## src/rtl/sw_pkg.sv

```systemverilog
// Shared definitions for the sw_pe_gen2 processing element: score range
// limits, traceback direction encoding and default widths.
package sw_pkg;

    localparam int SCORE_W_DEF = 12;
    localparam int SYM_W_DEF   = 2;

    // Source of the winning V term, reported on tb_dir when traceback is built.
    localparam logic [1:0] DIR_ZERO = 2'd0;
    localparam logic [1:0] DIR_DIAG = 2'd1;
    localparam logic [1:0] DIR_UP   = 2'd2;
    localparam logic [1:0] DIR_LEFT = 2'd3;

    // Most-negative representable score at width w.
    function automatic longint negMin(input int w);
        return -(64'sd1 <<< (w - 1));
    endfunction

    // Most-positive representable score at width w.
    function automatic longint posMax(input int w);
        return (64'sd1 <<< (w - 1)) - 64'sd1;
    endfunction

endpackage

```

## src/rtl/sw_sat_add.sv

```systemverilog
// Signed saturating adder: sums at W+1 bits and clamps to the W-bit range,
// so score arithmetic never wraps.
module sw_sat_add #(
    parameter int W = 12
) (
    input  logic signed [W-1:0] a,
    input  logic signed [W-1:0] b,
    output logic signed [W-1:0] sum
);

    logic signed [W:0] full;

    assign full = {a[W-1], a} + {b[W-1], b};

    // Overflow shows as the two top bits disagreeing; the top bit gives the direction.
    always_comb begin
        sum = full[W-1:0];
        if (full[W] != full[W-1])
            sum = full[W] ? {1'b1, {(W-1){1'b0}}} : {1'b0, {(W-1){1'b1}}};
    end

endmodule

```

## src/rtl/sw_pe_gen2.sv

```systemverilog
// Smith-Waterman / Needleman-Wunsch processing element, generation 2.
// Holds one query symbol and scores one DP cell per valid, enabled beat with
// affine gaps, saturating arithmetic, local/global mode and best tracking.
// Optional traceback outputs are built when SW_PE_TRACEBACK_EN is defined.
module sw_pe_gen2
    import sw_pkg::*;
#(
    parameter int SCORE_W = SCORE_W_DEF,
    parameter int SYM_W   = SYM_W_DEF,
    parameter int COL_W   = 16
) (
    input  logic                      clk,
    input  logic                      rst,
    input  logic                      en,
    input  logic                      mode_local,
    input  logic                      s_load,
    input  logic [SYM_W-1:0]          s_in,
    input  logic                      valid_in,
    input  logic                      newline_in,
    input  logic [SYM_W-1:0]          t_in,
    input  logic signed [SCORE_W-1:0] v_in,
    input  logic signed [SCORE_W-1:0] v_in_alpha,
    input  logic signed [SCORE_W-1:0] f_in,
    input  logic signed [SCORE_W-1:0] minus_alpha,
    input  logic signed [SCORE_W-1:0] minus_beta,
    input  logic signed [SCORE_W-1:0] match,
    input  logic signed [SCORE_W-1:0] mismatch,
    output logic                      valid_out,
    output logic                      newline_out,
    output logic [SYM_W-1:0]          t_out,
    output logic signed [SCORE_W-1:0] v_out,
    output logic signed [SCORE_W-1:0] v_out_alpha,
    output logic signed [SCORE_W-1:0] f_out,
    output logic signed [SCORE_W-1:0] best_score,
    output logic [COL_W-1:0]          best_col
`ifdef SW_PE_TRACEBACK_EN
    ,
    output logic [1:0]                tb_dir,
    output logic                      tb_e_open,
    output logic                      tb_f_open
`endif
);

    localparam int STAGES = 1;
    localparam logic signed [SCORE_W-1:0] NEG_MIN = SCORE_W'(negMin(SCORE_W));

    logic [STAGES:0]            vldPipe;
    logic [SYM_W-1:0]           sReg;
    logic signed [SCORE_W-1:0]  diagReg, preE;
    logic [COL_W-1:0]           colCnt, curCol;

    logic signed [SCORE_W-1:0]  base, symScore, pe;
    logic signed [SCORE_W-1:0]  diag, eExt, fExt, e, f, v, vAlpha;
`ifdef SW_PE_TRACEBACK_EN
    logic [1:0]                 dir;
    logic                       eOpen, fOpen;
`endif

    assign vldPipe[0] = valid_in;
    assign valid_out  = vldPipe[STAGES];

    // A newline restarts the row: diagonal from 0, E from the mode's boundary.
    assign base     = newline_in ? '0 : diagReg;
    assign symScore = (sReg == t_in) ? match : mismatch;
    assign pe       = newline_in ? (mode_local ? '0 : NEG_MIN) : preE;
    assign curCol   = newline_in ? '0 : colCnt;

    sw_sat_add #(.W(SCORE_W)) uDiag  (.a(base),       .b(symScore),    .sum(diag));
    sw_sat_add #(.W(SCORE_W)) uEExt  (.a(pe),         .b(minus_beta),  .sum(eExt));
    sw_sat_add #(.W(SCORE_W)) uFExt  (.a(f_in),       .b(minus_beta),  .sum(fExt));
    sw_sat_add #(.W(SCORE_W)) uAlpha (.a(v),          .b(minus_alpha), .sum(vAlpha));

    // Gap terms: open (fresh V plus alpha) versus extend (previous gap plus beta).
    assign e = (v_out_alpha >= eExt) ? v_out_alpha : eExt;
    assign f = (v_in_alpha  >= fExt) ? v_in_alpha  : fExt;
`ifdef SW_PE_TRACEBACK_EN
    assign eOpen = (v_out_alpha >= eExt);
    assign fOpen = (v_in_alpha  >= fExt);
`endif

    // Cell max; strict compares give ties to diag, then up, then left, then floor.
    always_comb begin
        v = diag;
`ifdef SW_PE_TRACEBACK_EN
        dir = DIR_DIAG;
`endif
        if (e > v) begin
            v = e;
`ifdef SW_PE_TRACEBACK_EN
            dir = DIR_UP;
`endif
        end
        if (f > v) begin
            v = f;
`ifdef SW_PE_TRACEBACK_EN
            dir = DIR_LEFT;
`endif
        end
        if (mode_local && (v < 0)) begin
            v = '0;
`ifdef SW_PE_TRACEBACK_EN
            dir = DIR_ZERO;
`endif
        end
    end

    // Pipeline and state registers; en=0 freezes everything, bubbles hold data.
    always_ff @(posedge clk or negedge rst) begin
        if (!rst) begin
            vldPipe[STAGES:1] <= '0;
            newline_out       <= 1'b0;
            t_out             <= '0;
            v_out             <= '0;
            v_out_alpha       <= '0;
            f_out             <= '0;
            sReg              <= '0;
            diagReg           <= '0;
            preE              <= '0;
            colCnt            <= '0;
            best_score        <= NEG_MIN;
            best_col          <= '0;
`ifdef SW_PE_TRACEBACK_EN
            tb_dir            <= '0;
            tb_e_open         <= 1'b0;
            tb_f_open         <= 1'b0;
`endif
        end else if (en) begin
            vldPipe[STAGES:1] <= vldPipe[STAGES-1:0];
            newline_out       <= valid_in & newline_in;
            t_out             <= t_in;
            if (s_load)
                sReg <= s_in;
            if (valid_in) begin
                v_out       <= v;
                v_out_alpha <= vAlpha;
                f_out       <= f;
                preE        <= e;
                diagReg     <= v_in;
                if (newline_in)
                    colCnt <= COL_W'(1);
                else if (colCnt != '1)
                    colCnt <= colCnt + COL_W'(1);
                if (newline_in || (v > best_score)) begin
                    best_score <= v;
                    best_col   <= curCol;
                end
`ifdef SW_PE_TRACEBACK_EN
                tb_dir    <= dir;
                tb_e_open <= eOpen;
                tb_f_open <= fOpen;
`endif
            end
        end
    end

endmodule

```

## config.mk

```make
export PLATFORM = sky130hd
export DESIGN_NAME = sw_pe_gen2
export DESIGN_NICKNAME = d
export VERILOG_FILES = /design/src/rtl/sw_pkg.sv /design/src/rtl/sw_sat_add.sv /design/src/rtl/sw_pe_gen2.sv
export SDC_FILE = /design/constraint.sdc
export NUM_CORES = 1
export LEC_CHECK = 0
export CAP_MARGIN = 5
export CELL_PAD_IN_SITES_DETAIL_PLACEMENT = 1
export CELL_PAD_IN_SITES_GLOBAL_PLACEMENT = 1
export CORE_AREA = 2 2 161 163
export CTS_CLUSTER_SIZE = 40
export DETAILED_ROUTE_END_ITERATION = 10
export DIE_AREA = 0 0 163 165
export PLACE_DENSITY_LB_ADDON = 0.1
export RECOVER_POWER = 100
export SKIP_CTS_REPAIR_TIMING = 1
export SYNTH_ARGS = -nofsm -noshare
export SYNTH_HDL_FRONTEND = slang
export SYNTH_SLANG_ARGS = --single-unit
export TNS_END_PERCENT = 20
```

## constraint.sdc

```tcl
create_clock -name clk -period 18.32 [get_ports clk]
set_input_delay 3.664 -clock clk [delete_from_list [all_inputs] [get_ports clk]]
set_output_delay 3.664 -clock clk [all_outputs]
set_load 0.03 [all_outputs]
```

## Word-level counts from Yosys, hierarchy flattened

Cells that the tools add are included.

| operators by class | value |
|---|---|
| add/subtract/negate cells | 5 |
| $lt $le $gt $ge | 6 |
| equal/unequal tests | 6 |
| multiplexer cells | 20 |
| bitwise gates (word level) | 1 |
| reduce and logical (&&, ||, !) cells | 7 |

Operators with widths:

| cell | count |
|---|---|
| 12-bit 2-to-1 mux | 17 |
| 12-bit by 12-bit adder with 13-bit output | 4 |
| 16-bit 2-to-1 mux | 3 |
| 12-bit > comparator | 3 |
| 12-bit greater-or-equal comparator | 2 |
| 16-bit by 1-bit adder with 16-bit output (second input constant) | 1 |
| 16-bit inequality test (second input constant) | 1 |
| 12-bit by 1-bit < comparator with 1-bit output (second input constant) | 1 |
| 3-bit AND reduction | 2 |
| 1-bit inequality test | 4 |
| 2-bit AND reduction | 2 |
| 2-bit == test | 1 |
| 2-bit nonzero test | 1 |
| 1-bit bitwise AND | 1 |
| 1-bit logical AND | 1 |
| 1-bit logical OR | 1 |

| storage, ports and cells | value |
|---|---|
| register bits | 110 |
| input port bits | 95 |
| output and inout bits | 68 |
| logic and storage cells | 57 |

## Longest topological paths before layout

| depth | value |
|---|---|
| word-level depth | 17 |
| depth in mapped cells | 63 |
| depth with buffers taken out | 57 |

## Cells and area by module

Synthesis repeated with hierarchy kept, for this count alone.

| second synthesis, totals | value |
|---|---|
| cells, all modules | 1198 |
| area, all modules | 10085.9 um^2 |

By module, submodules not included:

| module | instances | cells each | area an instance (um^2) | sequential area each (um^2) |
|---|---|---|---|---|
| sw_pe_gen2 | 1 | 868 | 7400.8 | 2753.9 |
| sw_sat_add at uEExt ... | 2 | 80 | 683.2 | 0.0 |
| sw_sat_add at uAlpha ... | 2 | 85 | 659.4 | 0.0 |

## Least setup slack after synthesis

OpenSTA, ideal clock, no wires.

| timing path | value |
|---|---|
| path kind | input to register |
| start | input newline_in |
| end | register v_out_alpha[0] |
| setup time | 77 ps |
| data arrival time | 14838 ps |
| required time | 18243 ps |
| slack | 3406 ps |
| stages on the path | 61 |
| cells stage by stage | clkbuf_1 clkbuf_1 nor2b_1 ha_1 a21o_1 a21oi_1 o21ai_0 a21oi_1 o21ai_0 a21oi_1 o21bai_1 a21oi_1 xnor2_1 ha_1 nand2_1 a31oi_2 a21oi_1 ha_1 [... 25 more ...] o21ai_0 inv_1 ha_1 inv_1 fa_1 inv_1 a21oi_1 o21bai_1 a21oi_1 o21bai_1 nand2_1 a2111oi_0 a311o_1 a31oi_1 o21a_1 buf_2 maj3_1 o21ai_1 |

| on the way | value |
|---|---|
| word-level cells in the longest chain between the ends | 16 |
| elaborated cells between the ends (all ways) | 23 |
| those cells by class | add/sub: 3; order compare: 4; eq/ne: 3; mux: 12; reduce/logical: 1 |

RTL lines:

| what | line | text |
|---|---|---|
| from (decl) | sw_pe_gen2.sv:19 | `input logic newline_in,` |
| 12-bit 2-to-1 mux (*) | sw_pe_gen2.sv:65 | `assign pe = newline_in ? (mode_local ? '0 : NEG_MIN) : preE;` |
| 12-bit by 12-bit adder with 13-bit output (*) | sw_sat_add.sv:13 | `assign full = {a[W-1], a} + {b[W-1], b};` |
| 12-bit 2-to-1 mux or 1-bit inequality test (tied branches) | sw_sat_add.sv:19, sw_sat_add.sv:18 |  |
| 12-bit 2-to-1 mux (*) | sw_sat_add.sv:18 | `if (full[W] != full[W-1])` |
| 12-bit greater-or-equal comparator | sw_pe_gen2.sv:74 | `assign e = (v_out_alpha >= eExt) ? v_out_alpha : eExt;` |
| 12-bit 2-to-1 mux (*) | sw_pe_gen2.sv:74 |  |
| via e[1] | sw_pe_gen2.sv:53 | `logic signed [SCORE_W-1:0] diag, eExt, fExt, e, f, v, vAlpha;` |
| 12-bit > comparator | sw_pe_gen2.sv:87 | `if (e > v) begin` |
| [... 2 more ...] | -- |  |
| 12-bit 2-to-1 mux (*) | sw_pe_gen2.sv:93 | `if (f > v) begin` |
| 12-bit by 1-bit < comparator with 1-bit output | sw_pe_gen2.sv:99 | `if (mode_local && (v < 0)) begin` |
| 1-bit logical AND | sw_pe_gen2.sv:99 |  |
| 12-bit 2-to-1 mux (*) | sw_pe_gen2.sv:99 |  |
| via uAlpha.a[0] | sw_sat_add.sv:6 | `input logic signed [W-1:0] a,` |
| 12-bit by 12-bit adder with 13-bit output (*) | sw_sat_add.sv:13 |  |
| 12-bit 2-to-1 mux or 1-bit inequality test (tied branches) | sw_sat_add.sv:19, sw_sat_add.sv:18 |  |
| 12-bit 2-to-1 mux (*) | sw_sat_add.sv:18 |  |
| to (signal assigned) | sw_pe_gen2.sv:135 | `v_out_alpha <= vAlpha;` |
| to (decl) | sw_pe_gen2.sv:32 | `output logic signed [SCORE_W-1:0] v_out_alpha,` |

Mark *: on every way through the listed nets, which the timed path passes. The rest lies on a longest branch.
A chain may end at the register's enable or synchronous reset.

## Worst setup path in the final report

| timing path | value |
|---|---|
| start | input newline_in |
| end | register v_out_alpha[8] |

The elaborated chain is that of the path after synthesis.

==> metrics.txt <==
# TYPE chip_impl_metric gauge
chip_impl_metric{name="tns",unit="ns"} 0
chip_impl_info{name="critical_path.startpoint_type",value="input port"} 1
chip_impl_metric{name="chipWidth",unit="um"} 163
chip_impl_info{name="critPathSlowestCell",value="sky130_fd_sc_hd__dlygate4sd3_1"} 1
chip_impl_metric{name="cts.htree.levels",unit=""} 3
chip_impl_info{name="ys_dominant_reg_cell",value="sky130_fd_sc_hd__dfrtp_1"} 1
chip_impl_metric{name="firstDrtPassIters",unit=""} 5
chip_impl_metric{name="cp_num_cells",unit=""} 54
chip_impl_metric{name="final_layout_size_suffix_gt1_frac",unit=""} 0.05155
chip_impl_info{name="grt_setup_unrepaired",value="no"} 1
chip_impl_metric{name="drt.antenna.violating_nets",unit=""} 0
chip_impl_metric{name="i_o_pins",unit=""} 163
chip_impl_metric{name="timing_hold_violations_final",unit=""} 0
chip_impl_metric{name="area.sequential",unit="mm^2"} 0.002754
chip_impl_metric{name="synthToLayoutAreaGrowth",unit="%"} 24.24
chip_impl_metric{name="drc",unit=""} 0
chip_impl_metric{name="yosys.area_share.xor_xnor",unit=""} 0.04858
chip_impl_metric{name="post_synth_and_or_nand_nor_area_fraction",unit=""} 0.1858
chip_impl_metric{name="die_height",unit="um"} 165
chip_impl_metric{name="critical-path-max-stage-delay",unit="ns"} 0.87
chip_impl_info{name="critical_path.endpoint",value="v_out_alpha[8]"} 1
chip_impl_metric{name="cp.arrival",unit="ns"} 17.19
chip_impl_metric{name="timing.final.crit_period",unit="ns"} 16.93
chip_impl_metric{name="initialDrtViolationCount",unit=""} 373
chip_impl_metric{name="post_synth_adder_cell_area",unit=""} 0.1705
chip_impl_metric{name="synth_edf_count",unit=""} 0
chip_impl_metric{name="mappedNetlistNets",unit=""} 1283
chip_impl_info{name="timing.critical_path.from",value="newline_in"} 1
chip_impl_metric{name="syn_inst",unit=""} 1073
chip_impl_info{name="status",value="complete, but fails checks"} 1
chip_impl_info{name="hold_path.class",value="reg -> reg"} 1
chip_impl_metric{name="synthMuxAreaShare",unit=""} 0.05064
chip_impl_metric{name="tightestPinTransition",unit="ns"} 3.074
chip_impl_metric{name="die_area",unit="mm^2"} 0.02690
chip_impl_metric{name="yosysSeqAreaShare",unit=""} 0.3012
chip_impl_metric{name="number_of_global_route_vias_before_repair",unit=""} 8379
chip_impl_metric{name="synth.cell_area",unit="mm^2"} 0.009143
chip_impl_metric{name="port_buffers",unit=""} 162
chip_impl_metric{name="synth-seq-cells",unit=""} 110
chip_impl_metric{name="num_vias",unit=""} 8189
chip_impl_info{name="critical_path.reg2reg.startpoint",value="preE[1]"} 1
chip_impl_metric{name="ys_warn_count",unit=""} 0
chip_impl_metric{name="grt_start_max_net_pins",unit=""} 77
chip_impl_metric{name="cp_max_fo",unit=""} 21
chip_impl_metric{name="setup_violations",unit=""} 0
chip_impl_metric{name="cap_violations",unit=""} 2
chip_impl_metric{name="critical_path_required_time",unit="ns"} 18.57
chip_impl_metric{name="placementRows",unit=""} 58
chip_impl_metric{name="drt-wirelength-per-cell",unit="um"} 18.51
chip_impl_metric{name="synth_cell_types",unit=""} 70
chip_impl_metric{name="wl",unit="um"} 28730
chip_impl_metric{name="setup.reg_to_reg.worst_slack",unit="ns"} 5.16
chip_impl_metric{name="finalMaxSlewViolations",unit=""} 97
chip_impl_metric{name="insertion_delay",unit="ns"} 0.38
chip_impl_metric{name="grt_remaining_overflow",unit=""} 0
chip_impl_info{name="layout_common_cells",value="169 x sky130_fd_sc_hd__nand2_1, 111 x sky130_fd_sc_hd__ha_1, 109 x sky130_fd_sc_hd__dfrtp_1"} 1
chip_impl_metric{name="finalNetCount",unit=""} 1427
chip_impl_info{name="mostFrequentLayoutCell",value="sky130_fd_sc_hd__nand2_1"} 1
chip_impl_info{name="path_common_cell",value="sky130_fd_sc_hd__a21oi_1"} 1
chip_impl_metric{name="finalWeightedCongestion",unit=""} 0.8858
chip_impl_metric{name="post-route-period-util",unit=""} 0.9243
chip_impl_metric{name="clock_edge_transition_at_the_registers_on_the_reported_setup_and_hold_paths",unit="ns"} 0.09
chip_impl_metric{name="number_of_antenna_violations_at_the_first_check_in_global_routing",unit=""} 0
chip_impl_metric{name="detailed_place.area",unit="mm^2"} 0.01110
chip_impl_info{name="timing.rr.end",value="v_out_alpha[8]"} 1
chip_impl_metric{name="detailed_place_hpwl",unit="um"} 23060
chip_impl_info{name="tritoncts",value="yes"} 1
chip_impl_metric{name="antenna_cells_inserted",unit=""} 0
chip_impl_metric{name="finalInstanceArea",unit="mm^2"} 0.01136
chip_impl_info{name="failed_checks",value="max-capacitance violations, max-slew violations"} 1
chip_impl_metric{name="max-clock-path-buffers",unit=""} 2
chip_impl_metric{name="design.core.area",unit="mm^2"} 0.02504
chip_impl_info{name="crit_type",value="in -> reg"} 1
chip_impl_metric{name="synth_area_per_cell",unit="um^2"} 8.521
chip_impl_metric{name="clock.fmax",unit="MHz"} 59.06
chip_impl_metric{name="worstRegToRegCells",unit=""} 53
chip_impl_metric{name="tritoncts.num_buffers",unit=""} 9
chip_impl_info{name="endpoint_kind",value="flop"} 1
chip_impl_metric{name="critical_path.n_buffers_inverters",unit=""} 3
chip_impl_info{name="synth_top_family_by_area",value="compound AO/OA/AOI/OAI gates"} 1
chip_impl_metric{name="synth-async-reset-ratio",unit=""} 1.000
chip_impl_metric{name="share_of_the_synthesized_area_in_compound_gates_ao_oa_aoi_oai",unit=""} 0.1997
chip_impl_metric{name="initial_core_util",unit=""} 0.3652
chip_impl_metric{name="hold_slack",unit="ns"} 0.4738
chip_impl_metric{name="tritoncts_num_sinks",unit=""} 110
chip_impl_info{name="path_delay_family",value="compound AO/OA/AOI/OAI gates"} 1
chip_impl_metric{name="final.setup_skew",unit="ns"} 0.01277
chip_impl_metric{name="fillCellCount",unit=""} 2938
chip_impl_metric{name="grt_first_pass_wirelength",unit="um"} 45750
chip_impl_metric{name="post_drt_via_cell_ratio",unit=""} 5.276
chip_impl_metric{name="timing.slew.headroom",unit=""} -1.050
chip_impl_metric{name="multi_input_area",unit="mm^2"} 0.005962
chip_impl_metric{name="groute.usage.overall",unit=""} 0.2179
chip_impl_info{name="cts-root-buf",value="sky130_fd_sc_hd__clkbuf_16"} 1
## synthesized netlist by cell type (all sizes together) (3+ instances only)
library cell  instances  area share
o21bai               16       0.013
xnor2                29       0.028
and3                  6      0.0047
nand3                14      0.0077
nand2               171       0.071
or3                   7      0.0048
a2111oi               3      0.0051
fa                    4      0.0088
dfrtp               109        0.30
a221oi                3      0.0055
nor3                  9      0.0055
and2                  4      0.0027
mux2i                 8      0.0088
mux2                 34       0.042
o211ai               12      0.0099
a211oi               10      0.0093
or2                   4      0.0027
nor2                 80       0.033
a22o                 19       0.018
nand2b               11      0.0075
o22ai                 3      0.0027
o21ai                57       0.031
a311o                 3      0.0033
nor2b                37       0.025
buf                   9      0.0045
a21oi                91       0.050
o21a                 11      0.0090
nand4                17       0.012
ha                  111        0.15
a21o                 18       0.015
o221a                 3      0.0037
nor3b                 3      0.0025
a31oi                 7      0.0078
maj3                  9      0.0099
clkbuf               28       0.011
a211o                 4      0.0038
inv                  66       0.027
xor2                 20       0.021
## tightest hold or removal path, cell delays in order, from the launching register on
cell	delay, ns
sky130_fd_sc_hd__dfrtp_1	0.34
sky130_fd_sc_hd__nand2_1	0.05
sky130_fd_sc_hd__nand2_1	0.05
## registers in the layout (all words and copies together), names as in the netlist
name	count
best_col	16
best_score	12
colCnt	16
diagReg	12
f_out	12
newline_out	1
preE	12
sReg	2
t_out	2
v_out	12
v_out_alpha	12
valid_out	1
## metrics by stage
step	util	setup WS, ns	instances
floorplan	-	3.406	1073
global placement	0.4433	1.354	1536
detailed placement	0.4433	1.039	1536
CTS	0.4558	1.376	1552
global route	0.4537	0.03624	1552
finish	0.4537	1.387	1552
## worst min path at each step
stage | startpoint | to | cells after the start
after floorplan | diagReg[0] | diagReg[0] | 2
after global placement | diagReg[8] | diagReg[8] | 2
after detailed placement | diagReg[8] | diagReg[8] | 2
after CTS | diagReg[8] | diagReg[8] | 2
after global routing | diagReg[11] | diagReg[11] | 2
final | diagReg[8] | diagReg[8] | 2
## layer usage
| metal | wire, um | track usage | part of all wire |
|---|---|---|---|
| met4 | 307 | 0.04344 | 0.011 |
| met2 | 13650 | 0.3702 | 0.48 |
| met5 | 0 | 0 | 0 |
| met1 | 13920 | 0.2989 | 0.48 |
| met3 | 849 | 0.02687 | 0.030 |
## cells by family (layout without fill, tap and decap cells)
kind of cell    after synthesis  in the layout
simple gates                371            371
compound gates              273            273
fa+ha+maj                   124            124
flops                       110            110
buf+inv                     104            253
xor+xnor                     49             49
mux                          42             42
## layout make-up
cell class,instances,share of cell area
Multi-Input combinational cell,859,0.5249
Sequential cell,110,0.2425
Timing Repair Buffer,170,0.1465
Tap cell,330,0.03635
Inverter,67,0.02214
Clock buffer,9,0.01983
Clock inverter,7,0.007821
Power is not shown: default switching activity piles up to over one toggle a cycle in this logic, so the estimate is an artifact.
